[src/rtl/ram_dp_be.sv]
// ram_dp_be: on-chip RAM with one byte-lane-masked write port, two registered
// read ports, a compile-time read-during-write policy and a sequential clear
// engine that zero-fills the array one word per cycle.
//
// Ports
//   clk               clock, all state changes on the rising edge
//   reset             synchronous active-high reset; restarts the clear engine
//   clear             request a full zero-fill (honoured only when idle)
//   busy              high while the clear engine runs; reads/writes ignored
//   we, wa, be, data  write port; be[i] enables data[i*lane_size +: lane_size]
//   re0, ra0          read port 0 request
//   result0, valid0   read port 0 data (latency 1); valid0 marks a fresh update
//   re1, ra1          read port 1 request
//   result1, valid1   read port 1 data (latency 1); valid1 marks a fresh update
//   state_dbg         1 while the clear engine is active (CLEAR state)
//
// Request semantics: a read or write is taken on any rising edge where its
// enable is high, busy is low and clear is low. There is no back-pressure; a
// taken read always produces result_k/valid_k on the following edge.
module ram_dp_be #(
  parameter int addr_size = 4,
  parameter int cell_size = 16,
  parameter int lane_size = 8,
  parameter int size      = 2 ** addr_size,
  parameter bit bypass    = 1'b1
) (
  input  logic                           clk,
  input  logic                           reset,
  input  logic                           clear,
  output logic                           busy,
  input  logic                           we,
  input  logic [addr_size-1:0]           wa,
  input  logic [cell_size/lane_size-1:0] be,
  input  logic [cell_size-1:0]           data,
  input  logic                           re0,
  input  logic [addr_size-1:0]           ra0,
  output logic [cell_size-1:0]           result0,
  output logic                           valid0,
  input  logic                           re1,
  input  logic [addr_size-1:0]           ra1,
  output logic [cell_size-1:0]           result1,
  output logic                           valid1,
  output logic                           state_dbg
);

  localparam int lanes = cell_size / lane_size;
  localparam logic [addr_size-1:0] last_ptr = addr_size'(size - 1);

  generate
    if (cell_size % lane_size != 0) begin : g_bad_lane
      $error("ram_dp_be: cell_size must be a multiple of lane_size");
    end
    if (size > 2 ** addr_size || size < 1) begin : g_bad_size
      $error("ram_dp_be: size must be in 1 .. 2**addr_size");
    end
  endgenerate

  typedef enum logic {
    ST_IDLE  = 1'b0,
    ST_CLEAR = 1'b1
  } state_t;

  state_t               state;
  logic [addr_size-1:0] ptr;
  logic [cell_size-1:0] ram [size];

  logic [cell_size-1:0] lane_mask;
  logic                 wr_ok;
  logic [cell_size-1:0] rd0_old, rd1_old;
  logic [cell_size-1:0] rd0_next, rd1_next;

  assign state_dbg = (state == ST_CLEAR);

  // Addresses beyond the populated depth are treated as absent words.
  function automatic logic in_range(input logic [addr_size-1:0] a);
    return {1'b0, a} < (addr_size + 1)'(size);
  endfunction

  // Expand per-lane enables into a per-bit mask.
  always_comb begin
    lane_mask = '0;
    for (int i = 0; i < lanes; i++) begin
      lane_mask[i*lane_size +: lane_size] = {lane_size{be[i]}};
    end
  end

  assign wr_ok = we && in_range(wa);

  // Read data selection. On an address collision with write-first policy the
  // enabled lanes are forwarded from the write data, the rest from the array.
  always_comb begin
    rd0_old  = in_range(ra0) ? ram[ra0] : '0;
    rd1_old  = in_range(ra1) ? ram[ra1] : '0;
    rd0_next = rd0_old;
    rd1_next = rd1_old;
    if (bypass && wr_ok && (ra0 == wa)) begin
      rd0_next = (rd0_old & ~lane_mask) | (data & lane_mask);
    end
    if (bypass && wr_ok && (ra1 == wa)) begin
      rd1_next = (rd1_old & ~lane_mask) | (data & lane_mask);
    end
  end

  // Control FSM and registered read outputs.
  always_ff @(posedge clk) begin
    if (reset) begin
      state   <= ST_CLEAR;
      ptr     <= '0;
      busy    <= 1'b1;
      result0 <= '0;
      result1 <= '0;
      valid0  <= 1'b0;
      valid1  <= 1'b0;
    end else begin
      case (state)
        ST_CLEAR: begin
          valid0 <= 1'b0;
          valid1 <= 1'b0;
          ptr    <= ptr + 1'b1;
          if (ptr == last_ptr) begin
            state <= ST_IDLE;
            busy  <= 1'b0;
          end
        end
        default: begin
          if (clear) begin
            state  <= ST_CLEAR;
            ptr    <= '0;
            busy   <= 1'b1;
            valid0 <= 1'b0;
            valid1 <= 1'b0;
          end else begin
            valid0 <= re0;
            valid1 <= re1;
            if (re0) result0 <= rd0_next;
            if (re1) result1 <= rd1_next;
          end
        end
      endcase
    end
  end

  // Storage array: no reset so it can map onto block RAM. The clear engine
  // owns the write port while active; a clear request blocks a same-edge write.
  always_ff @(posedge clk) begin
    if (!reset) begin
      if (state == ST_CLEAR) begin
        ram[ptr] <= '0;
      end else if (!clear && wr_ok) begin
        for (int i = 0; i < lanes; i++) begin
          if (be[i]) ram[wa][i*lane_size +: lane_size] <= data[i*lane_size +: lane_size];
        end
      end
    end
  end

endmodule
[config.mk]
export PLATFORM = sky130hd
export DESIGN_NAME = ram_dp_be
export DESIGN_NICKNAME = d
export VERILOG_FILES = /design/src/rtl/ram_dp_be.sv
export SDC_FILE = /design/constraint.sdc
export NUM_CORES = 1
export LEC_CHECK = 0
export CAP_MARGIN = 30
export CORE_AREA = 2 2 179 181
export CTS_BUF_LIST = sky130_fd_sc_hd__clkbuf_2
export DETAILED_ROUTE_END_ITERATION = 8
export DIE_AREA = 0 0 181 183
export SLEW_MARGIN = 5
export SYNTH_ARGS = -nofsm -noshare
export SYNTH_HDL_FRONTEND = slang
export SYNTH_SLANG_ARGS = --single-unit
[constraint.sdc]
create_clock -name clk -period 3.1 [get_ports clk]
set_clock_uncertainty 0.1 [all_clocks]
set_input_delay 0.62 -clock clk [delete_from_list [all_inputs] [get_ports clk]]
set_output_delay 0.62 -clock clk [all_outputs]
set_load 0.02 [all_outputs]
After elaboration in Yosys (flattened, before gate mapping)
Memories as Yosys holds them, arrays and structs flattened.
Index checks and enable logic that the tools add are counted.
- memory bits (writable): 256
- memories kept: 1
- flip-flop bits (word level): 40
- word-level logic and storage cells: 57
- latch bits: 0
- input bits: 36
- ROM bits: 0
- output and inout port bits: 36
- memories (name ; depth ; width ; rd ports ; clocked after Yosys merged registers in ; wr ports ; RTL line ; text):
    ram ; 16 ; 16 ; 2 ; 0 ; 1 ; 65 ; logic [cell_size-1:0] ram [size];
- muxes and demuxes: 26
- reductions and logical operators: 10
- bitwise gates (word level): 8
- magnitude comparators: 0
- add/subtract/negate cells: 1
- shift operators: 0
- $mul: 0
- divide/modulo/power cells: 0
- equality and inequality tests: 4
- operators by type and width (cell ; count):
    bitwise AND 16 bit ; 3
    two-way mux 16 bit ; 3
    OR 16 bit ; 2
    two-way mux 1 bit ; 19
    NOT 16 bit ; 1
    OR reduction 16 bit ; 1
    two-way mux 4 bit ; 3
    == test 4 bit ; 2
    AND reduction 3 bit ; 2
    adder 4 x 1 -> 4 bit, second input constant ; 1
    == test 4 bit, second input constant ; 1
    logical AND 1 bit ; 3
    OR reduction 3 bit ; 1
    two-way mux 2 bit ; 1
    inequality test 2 x 1 -> 1 bit, second input constant ; 1
    NOT 1 bit ; 2
    AND reduction 2 bit ; 1
    nonzero test 2 bit ; 1
    zero test 1 bit ; 1

Longest topological paths before layout
Gate-level depths: netlist of run 1.
- word-level depth: 8
- mapped depth: 7
- gate-level depth less buffers: 4

Worst setup path before layout of run 1
Ideal clock, no wire load.
- kind: input-to-reg
- start: in clear
- end: mem ram[14][0] (enable)
- required time: 2.617 ns
- library setup time: 0.383 ns
- data arrival time: 2.452 ns
- setup slack: 0.165 ns
- cell stages on the path: 5
- path buffers: 1
- cells stage by stage: or2_1 -> buf_2 -> nor3_4 -> mux2_1 -> nor3_1
- word-level cells in the longest chain between the ends: 8
- elaborated cells on any way between the ends: 13
- those cells by class: 10 x mux; 3 x reduce/logical
- ends and longest elaborated chain (element ; RTL line ; text):
    start: declaration ; 29 ; input logic clear,
    zero test 1 bit * ; 149 ; end else if (!clear && wr_ok) begin
    logical AND 1 bit * ; 149 ;
    two-way mux 1 bit ; 149 ;
    two-way mux 1 bit ; 147 ; if (state == ST_CLEAR) begin
    two-way mux 1 bit ; 146 ; if (!reset) begin
    two-way mux 1 bit (implied by the code) ; 151 ; if (be[i]) ram[wa][i*lane_size +: lane_size] <= data[i*lane_size +: lane_size];
    OR reduction 16 bit (no source line) ; -- ;
    two-way mux 4 bit (no source line) or two-way mux 2 bit (tied branches) ; -- ;
    end: declaration ; 65 ;
Every way passes the cells marked *; elsewhere a longest branch is shown, timed or not.

Final worst setup path of run 1
- start: reg state (netlist: state_dbg)
- end: out state_dbg
- RTL lines (element ; RTL line ; text):
    start: declaration ; 63 ; state_t state;
    start signal: assignment ; 107 ; state <= ST_CLEAR;
    start signal: assignment ; 121 ; state <= ST_IDLE;
    start signal: assignment ; 127 ; state <= ST_CLEAR;
    end: declaration ; 43 ; output logic state_dbg
No word-level cell between the ends.

==> results of run 1 <==
## worst min-delay path by stage
stage / endpoint / slack (ns) / cells after the start
final: result1[6] / 0.29 / 3
after global routing: result1[6] / 0.27 / 3
after CTS: result1[6] / 0.23 / 3
after detailed placement: result0[7] / 0.36 / 2
after global placement: result0[11] / 0.35 / 2
after floorplan: ptr[3] / 0.43 / 1
## state kept, by name, summed over array words and instances, names as in the netlist
name	cells
valid1	1
state_dbg	1
ram	256
valid0	1
ptr	4
result1	16
result0	16
busy	1
## cell type report
class | instances | area share (%)
clock inverters | 38 | 1.60
diodes | 1 | 0.0153
well taps | 402 | 3.07
repair buffers | 156 | 8.80
inverters | 18 | 0.412
flip-flops and latches | 296 | 51.8
clock buffers | 92 | 2.81
multi-input cells | 438 | 31.5
## power by group through the flow
stage / logic (µW) / clock network, µW / registers, µW
final: 676 / 2720 / 4350
after global placement: 662 / 0 / 4430
after global routing: 715 / 2980 / 4360
after detailed placement: 670 / 0 / 4440
after floorplan: 419 / 0 / 4430
after CTS: 674 / 2800 / 4350
## worst reg2reg max path: stages (launching register included)
cell,delay (ns)
dfxtp_1,0.47
or2_1,0.34
nor3_4,0.27
buf_12,0.17
mux2i_1,0.66
nor3_1,0.15
buf_4,0.25
## per-stage QoR
stage	power, µW	hold WS [ns]
floorplan	4840	0.430
CTS	7820	0.234
global route	8050	0.267
finish	7750	0.287
global placement	5090	0.352
detailed placement	5110	0.357
## metal layers
metal / routed length, µm / up-vias
met2: 18300 / 510
met3: 3950 / 66
met1: 15300 / 4550
met5: 0 / -
met4: 791 / 0
li1: - / 3785
## layout by cell type, fill, tap and decap left out, types with 2 or more instances in the layout
cell type / netlist / layout
nor3_1: 34 / 34
clkdlybuf4s50_1: 0 / 66
clkinv_2: 0 / 9
bufinv_16: 0 / 4
and2_1: 3 / 3
nand4_1: 17 / 17
buf_4: 8 / 78
edfxtp_1: 256 / 256
buf_2: 19 / 3
clkinv_1: 0 / 23
nor2b_1: 13 / 12
nand3_1: 3 / 3
a41oi_1: 3 / 3
nor2_1: 24 / 24
dfxtp_1: 40 / 40
nor3b_2: 1 / 2
mux4_2: 128 / 128
a22o_1: 28 / 28
nand2_1: 38 / 38
a21oi_1: 5 / 5
nor3b_1: 6 / 5
xnor2_1: 8 / 8
o21ai_1: 5 / 5
mux2i_1: 39 / 39
buf_12: 0 / 9
and4_1: 2 / 2
o211ai_1: 14 / 14
inv_1: 18 / 18
mux2_2: 17 / 17
a311oi_1: 2 / 2
clkbuf_2: 0 / 92
o221ai_1: 16 / 16
nor4_2: 0 / 16
o31ai_1: 2 / 2
or2_2: 2 / 2
## logic make-up (layout without fill, tap and decap cells)
| group | count (synthesis) | after routing | share of synthesized area [%] |
|---|---|---|---|
| mux | 185 | 185 | 25.0 |
| xor+xnor | 8 | 8 | 0.504 |
| other cells | 0 | 1 | 0 |
| simple gates | 163 | 163 | 6.10 |
| buf+inv | 80 | 304 | 2.55 |
| fa+ha+maj | 1 | 1 | 0.0900 |
| flops | 296 | 296 | 61.1 |
| compound gates | 81 | 81 | 4.66 |
==> reports/results.tsv, run 1 <==
metric	value	unit
post-place-cells	1310	
met3_usage	4.77	%
ys_types	43	
ys_seq_area_share	61.1	%
wl_per_cell	26.6	µm
end_kind	output pin	
timing.rr.end	ram[5][6]	
htreeDepth	3	
maxSlewHeadroom	33.0	%
yosysMostFrequentCell	edfxtp_1	
antenna_found_initial	1	
peakVddDrop	0.213	mV
dp_slack	-0.00597	ns
worst_slew_pin_slew	1.00	ns
port_buffers	71	
areaGrowthSynthToFinish	17.9	%
start_util	44.5	%
clkPwrFrac	35.2	%
hpwl	26000	µm
wl	38300	µm
postSynth.asyncResetShare	0	%
dr_total_vias	8911	
core_region_area	31200	µm²
p_sw	1960	µW
synthTopCellsByArea	edfxtp_1, mux4_2, dfxtp_1	
first_global_vias	9064	
grt_overflow	0	
gr-usage-met1	32.5	%
ys_ff_latch	296	
grt_setup_unrepaired	no	
fin_util	52.5	%
drive_above_1_share	35.2	%
cts_tree	done	
hold_start	data[6]	
stdcell_count	1441	
finalSetupTns	0	ns
post-cts-setup-buffers	0	
path_cells	clkdlybuf4s50_1	
top_level_ports	72	
rr_worst_depth	6	
synth_edf_count	256	
worst_slack	0.240	ns
synth_nets	851	
synth_top_area_share	55.3	%
drtIter0Drc	850	
hold_viol	0	
viasPerCell	6.18	
cp.depth	1	
timing.critical_path.from	state_dbg	
syn_inst	814	
status	finished clean	
critical_path.max_fanout	15	
drv_slew	0	
multiInputGateArea	5160	µm²
path_class	flop to output pin	
synthesis.area	13900	µm²
regArea	8490	µm²
period_needed	2.86	ns
ys.flop_type	edfxtp_1	
seq_power_share	56.1	%
syn_area_per_cell	17.1	µm²
clock-sinks	296	
power.internal	5790	µW
clk-insertion-delay-late	0.84	ns
routabilityCongestion	0.857	
num_rows	65	
period_share	92.3	%
grt_pass1_wl	56500	µm
netlist.top_cell.by_area	edfxtp_1	
holdBufCountCts	0	
root_buffer	clkbuf_2	
stdcell_area	16400	µm²
use_met2	37.5	%
ys_top_cells_by_count	edfxtp_1, mux4_2, dfxtp_1, mux2i_1, nand2_1	
die_w	181	µm
cts.clk_slew.worst_paths	0.11	ns
p_comb_share	8.7	%
dieArea	33100	µm²
power_density	473	nW/µm²
crit_required	2.38	ns
ctsResizeCount	0	
cpPeakStageDelay	0.70	ns
cp_data_arrival_time	2.14	ns
max_cap_viol_count	0	
yosysWarnings	0	
final_nets	1020	
clockBufferDepth	3	
setup_viol	0	
place_area	15700	µm²
cpLargestDelayFamily	buffers and inverters	
die-height	183	µm
cellLeakagePower	0.00507	µW
fillers	2506	
crit_end	state_dbg	
dr.pass1.iters	8	
ant_nets	0	
cts_buffers	73	
path_buf_inv	1	
grt_max_degree	66	
fmax	350	MHz
hold_path.class	input port to flop	
grt_use_total	23.4	%
worst_setup_path_start_kind	flop	
grt_busiest_layer	met2	
swShare	25.2	%
r2r_start	state_dbg	
drc	0	
r2r_slack	0.43	ns
crit_path_top_delay_cell	clkdlybuf4s50_1	
Power figures use the tool's default switching activity.
==> run 2, diff against run 1 <==
- SLEW_MARGIN: 5 -> 20
==> run 2 against run 1 <==
Against the previous run:
- sequential share of layout area rose by 0.055 points
- flip-flop and latch count did not move
- hold slack got worse by 0.012 ns
- utilization fell by 0.056 points
- die area did not move
- combinational power barely moved
- worst setup slack got worse by 0.054 ns
- power fell by 1.3%
- via count fell by 0.72%
- critical endpoint unchanged
==> reports/results.tsv, run 2 (synthesis gave the netlist of run 1 again) <==
metric	value	unit	change
status	finished clean		
maxSlewHeadroom	43.0	%	+10 points
top_level_ports	72		unchanged
post-cts-setup-buffers	0		unchanged
period_needed	2.91	ns	+0.0537 ns
cp_data_arrival_time	2.19	ns	+0.05 ns
clock-sinks	296		unchanged
final_common_cell	edfxtp_1		
wl_per_cell	26.2	µm	-1.4%
grt_overflow	0		unchanged
antenna_found_initial	1		unchanged
critical_path.max_fanout	15		unchanged
fillers	2503		-0.12%
grt_use_total	23.2	%	-0.22 points
drv_slew	0		unchanged
clk-insertion-delay-late	0.83	ns	about the same
finalPower	7650	µW	-1.3%
crit_required	2.38	ns	about the same
largest_register_ffs	256		unchanged
ctsResizeCount	0		unchanged
grt_max_degree	66		unchanged
fmax	343	MHz	-1.8%
end_kind	output pin		
num_rows	65		unchanged
holdBufCountCts	0		unchanged
peakVddDrop	0.219	mV	+3.2%
hold_viol	0		unchanged
die_w	181	µm	unchanged
cts_tree	done		
dr_total_vias	8847		-0.72%
areaGrowthSynthToFinish	17.8	%	
path_class	flop to output pin		
wl	38000	µm	-0.95%
path_cells	clkdlybuf4s50_1		
dieArea	33100	µm²	unchanged
root_buffer	clkbuf_2		
grt_setup_unrepaired	no		
start_util	44.5	%	unchanged
cpPeakStageDelay	0.70	ns	about the same
setup_viol	0		unchanged
fin_util	52.4	%	-0.056 points
final_cell_mix	edfxtp_1, mux4_2, clkbuf_2, buf_4, clkdlybuf4s50_1		
viasPerCell	6.11		-1.1%
top_register	ram		
core_region_area	31200	µm²	unchanged
path_buf_inv	1		unchanged
final_nets	1022		+0.20%
hpwl	26000	µm	about the same
worst_setup_path_start_kind	flop		
drc	0		unchanged
worst_slew_pin_slew	0.851	ns	-0.150 ns
power_density	467	nW/µm²	-1.2%
first_global_vias	9149		+0.94%
holdWs	0.275	ns	-0.0123 ns
htreeDepth	3		unchanged
grt_pass1_wl	56400	µm	about the same
reg.largest.list	ram (256), result0 (16), result1 (16)		
cellLeakagePower	0.00507	µW	about the same
clockBufferDepth	3		unchanged
routabilityCongestion	0.857		unchanged
drtIter0Drc	989		+16%
crit_path_top_delay_cell	clkdlybuf4s50_1		
drive_above_1_share	35.3	%	+0.18 points
period_share	94.0	%	+1.7 points
max_cap_viol_count	0		unchanged
port_buffers	71		unchanged
die-height	183	µm	unchanged
ant_nets	0		unchanged
cts.clk_slew.worst_paths	0.12	ns	about the same
cts_buffers	74		+1.4%
cpLargestDelayFamily	buffers and inverters		
dr.pass1.iters	6		-2
hold_path.class	input port to flop		
## run 2: cell count changes in the layout (fill, tap and decap cells not counted), moves of 2 or more
cell	previous run	this run
clkinv_2	9	5
clkinv_4	0	2
clkinv_1	23	25
buf_2	3	5
bufinv_16	4	2
clkbuf_2	92	99
## run 2: final timing paths
check	start	to	slack, ns	cells after the start
worst max-delay path	state_dbg	state_dbg	0.19	1
worst min-delay path	data[13]	result1[13]	0.28	3
worst max register to register	state_dbg	ram[5][6]	0.37	6
worst min register to register	result0[11]	result0[11]	0.38	2
## run 2: routing by layer
metal	part of all wire, %	global-route usage (%)	wire length, µm	vias up
li1	-	-	-	3797
met1	41	32.4	15700	4514
met2	47	36.9	18000	467
met3	9.2	5.12	3500	69
met4	2.0	6.99	766	0
met5	0	0	0	-
## run 2: power breakdown
group,switching (µW),internal [µW]
registers,30.4,4320
logic,366,307
clock network,1570,1060
total,1970,5680
## run 2: area by class of cell
class                      count  area, µm²  share of cell area (%)
sequential                   296       8490                    51.8
inverter                      18       67.6                   0.413
multi-input combinational    438       5160                    31.5
antenna                        1       2.50                  0.0153
clock inverter                36        208                    1.27
clock buffer                  99        495                    3.03
tap                          402        503                    3.07
timing repair buffer         157       1440                    8.82
## run 2: tightest hold or removal path: stages
cell	delay [ns]
clkdlybuf4s50_1	0.42
nand4_1	0.08
o211ai_1	0.08
## run 2: per-stage QoR
step | setup WS [ns] | cells | cell area, µm² | TNS (ns)
floorplan | 0.165 | 814 | 13900 | 0
global placement | -0.00989 | 1308 | 15600 | -0.0152
detailed placement | -0.00271 | 1310 | 15700 | -0.0142
CTS | 0.156 | 1445 | 16400 | 0
global route | 0.0951 | 1447 | 16400 | 0
finish | 0.186 | 1447 | 16400 | 0
==> run 3, diff against run 2 <==
- CAP_MARGIN: 30 -> 25
- CTS_CLUSTER_DIAMETER: default -> 120
- SKIP_LAST_GASP: default -> 1
==> run 3 against run 2 <==
Against the previous run:
- clock power fell by 3%
- flip-flop and latch count did not move
- largest cell class unchanged
- final cell count fell by 0.35%
- via count fell by 0.11%
- highest routed layer unchanged
==> reports/results.tsv, run 3 (synthesis gave the netlist of run 1 again) <==
metric	value	unit	change
num_rows	65		unchanged
met3_length	3600	µm	+2.8%
areaGrowthSynthToFinish	17.5	%	
holdBufCountCts	0		unchanged
place_area	15700	µm²	about the same
dr_wl_met2	18300	µm	+2.0%
clk-insertion-delay-late	0.88	ns	+0.05 ns
crit_required	2.38	ns	about the same
worst_setup_path_start_kind	flop		
top_level_ports	72		unchanged
fmax	342	MHz	-0.22%
p_comb_share	8.9	%	about the same
path_class	flop to output pin		
top_register	ram		
grt_pass1_wl	57100	µm	+1.2%
maxSlewHeadroom	32.0	%	-11 points
routabilityCongestion	0.857		unchanged
cp.depth	1		unchanged
worst_slew_pin_slew	1.02	ns	+0.165 ns
path_cells	clkdlybuf4s50_1		
path_buf_inv	1		unchanged
crit_path_top_delay_cell	clkdlybuf4s50_1		
final_cell_mix	edfxtp_1, mux4_2, clkbuf_2, buf_4, clkdlybuf4s50_1		
antenna_found_initial	1		unchanged
root_buffer	clkbuf_2		
drive_above_1_share	35.9	%	+0.56 points
die-height	183	µm	unchanged
final_nets	1020		-0.20%
cellLeakagePower	0.00507	µW	-0.11%
cp_data_arrival_time	2.20	ns	about the same
period_share	94.2	%	+0.21 points
start_util	44.5	%	unchanged
reg.largest.list	ram (256), result0 (16), result1 (16)		
met1_length	15700	µm	-0.34%
viasPerCell	6.13		+0.23%
fin_util	52.3	%	-0.14 points
cpPeakStageDelay	0.70	ns	about the same
dieArea	33100	µm²	unchanged
post-cts-setup-buffers	0		unchanged
hold_path.class	input port to flop		
grt_max_degree	66		unchanged
setup_viol	0		unchanged
clock-sinks	296		unchanged
r2r_slack	0.38	ns	about the same
cpLargestDelayFamily	buffers and inverters		
largest_register_ffs	256		unchanged
final_common_cell	edfxtp_1		
clockBufferDepth	3		unchanged
drtIter0Drc	925		-6.5%
swShare	25.5	%	-0.20 points
timing.rr.end	ram[5][6]		
max_cap_viol_count	0		unchanged
stdcell_area	16300	µm²	-0.27%
seq_power_share	57.5	%	+0.6 points
htreeDepth	3		unchanged
peakVddDrop	0.196	mV	-10%
grt_setup_unrepaired	no		
critical_path.max_fanout	15		unchanged
grt_overflow	0		unchanged
top_layer	met4		
crit_end	state_dbg		
dr_total_vias	8837		-0.11%
cts.clk_slew.worst_paths	0.10	ns	-0.02 ns
port_buffers	71		unchanged
power_density	464	nW/µm²	-0.80%
wl	38200	µm	+0.61%
period_needed	2.92	ns	+0.00644 ns
holdWs	0.285	ns	+0.00993 ns
hpwl	26000	µm	-0.17%
die_w	181	µm	unchanged
cts_tree	done		
core_region_area	31200	µm²	unchanged
ant_nets	0		unchanged
timing.critical_path.from	state_dbg		
power.internal	5640	µW	-0.81%
ctsResizeCount	0		unchanged
end_kind	output pin		
cts_buffers	74		unchanged
dr.pass1.iters	5		-1
p_sw	1930	µW	-1.9%
hold_viol	0		unchanged
wl_per_cell	26.5	µm	+0.96%
rr_worst_depth	6		unchanged
grt_use_total	23.7	%	+0.50 points
first_global_vias	9032		-1.3%
clkPwrFrac	33.6	%	-0.7 points
drv_slew	0		unchanged
status	finished clean		
r2r_start	state_dbg		
drc	0		unchanged
run 3: worst min path at each step:
| stage | from | endpoint | slack (ns) | cells after the start |
|---|---|---|---|---|
| finish | data[13] | result1[13] | 0.29 | 3 |
| global route | data[13] | result1[13] | 0.19 | 3 |
| CTS | data[13] | result1[13] | 0.19 | 3 |
| detailed placement | result0[7] | result0[7] | 0.36 | 2 |
| global placement | result0[11] | result0[11] | 0.35 | 2 |
| floorplan | ptr[3] | ptr[3] | 0.43 | 1 |
run 3: final cells by class:
cell class              count  area [µm²]
flip-flops and latches    296        8490
inverters                  18        67.6
well taps                 402         503
repair buffers            155        1430
multi-input cells         438        5170
clock buffers             107         536
fillers                  2544       14900
clock inverters            25         126
diodes                      1        2.50
run 3: stage by stage:
stage                     setup TNS, ns  power, µW  setup WS, ns  instances
after global placement          -0.0152       5090      -0.00989       1308
after detailed placement        -0.0120       5110      -0.00243       1309
after CTS                             0       7660         0.118       1441
after global routing                  0       7920        0.0253       1442
after floorplan                       0       4840         0.165        814
final                                 0       7570         0.179       1442
run 3: metal layers:
layer | track usage (%) | vias to the layer above
met1 | 32.9 | 4538
met4 | 6.70 | 0
li1 | - | 3792
met2 | 38.1 | 458
met3 | 5.38 | 49
met5 | 0 | -
run 3: power groups by stage:
| stage | combinational (µW) | clock [µW] | sequential [µW] |
|---|---|---|---|
| floorplan | 419 | 0 | 4430 |
| global placement | 662 | 0 | 4430 |
| detailed placement | 672 | 0 | 4440 |
| CTS | 674 | 2640 | 4350 |
| global route | 715 | 2850 | 4360 |
| finish | 675 | 2540 | 4350 |
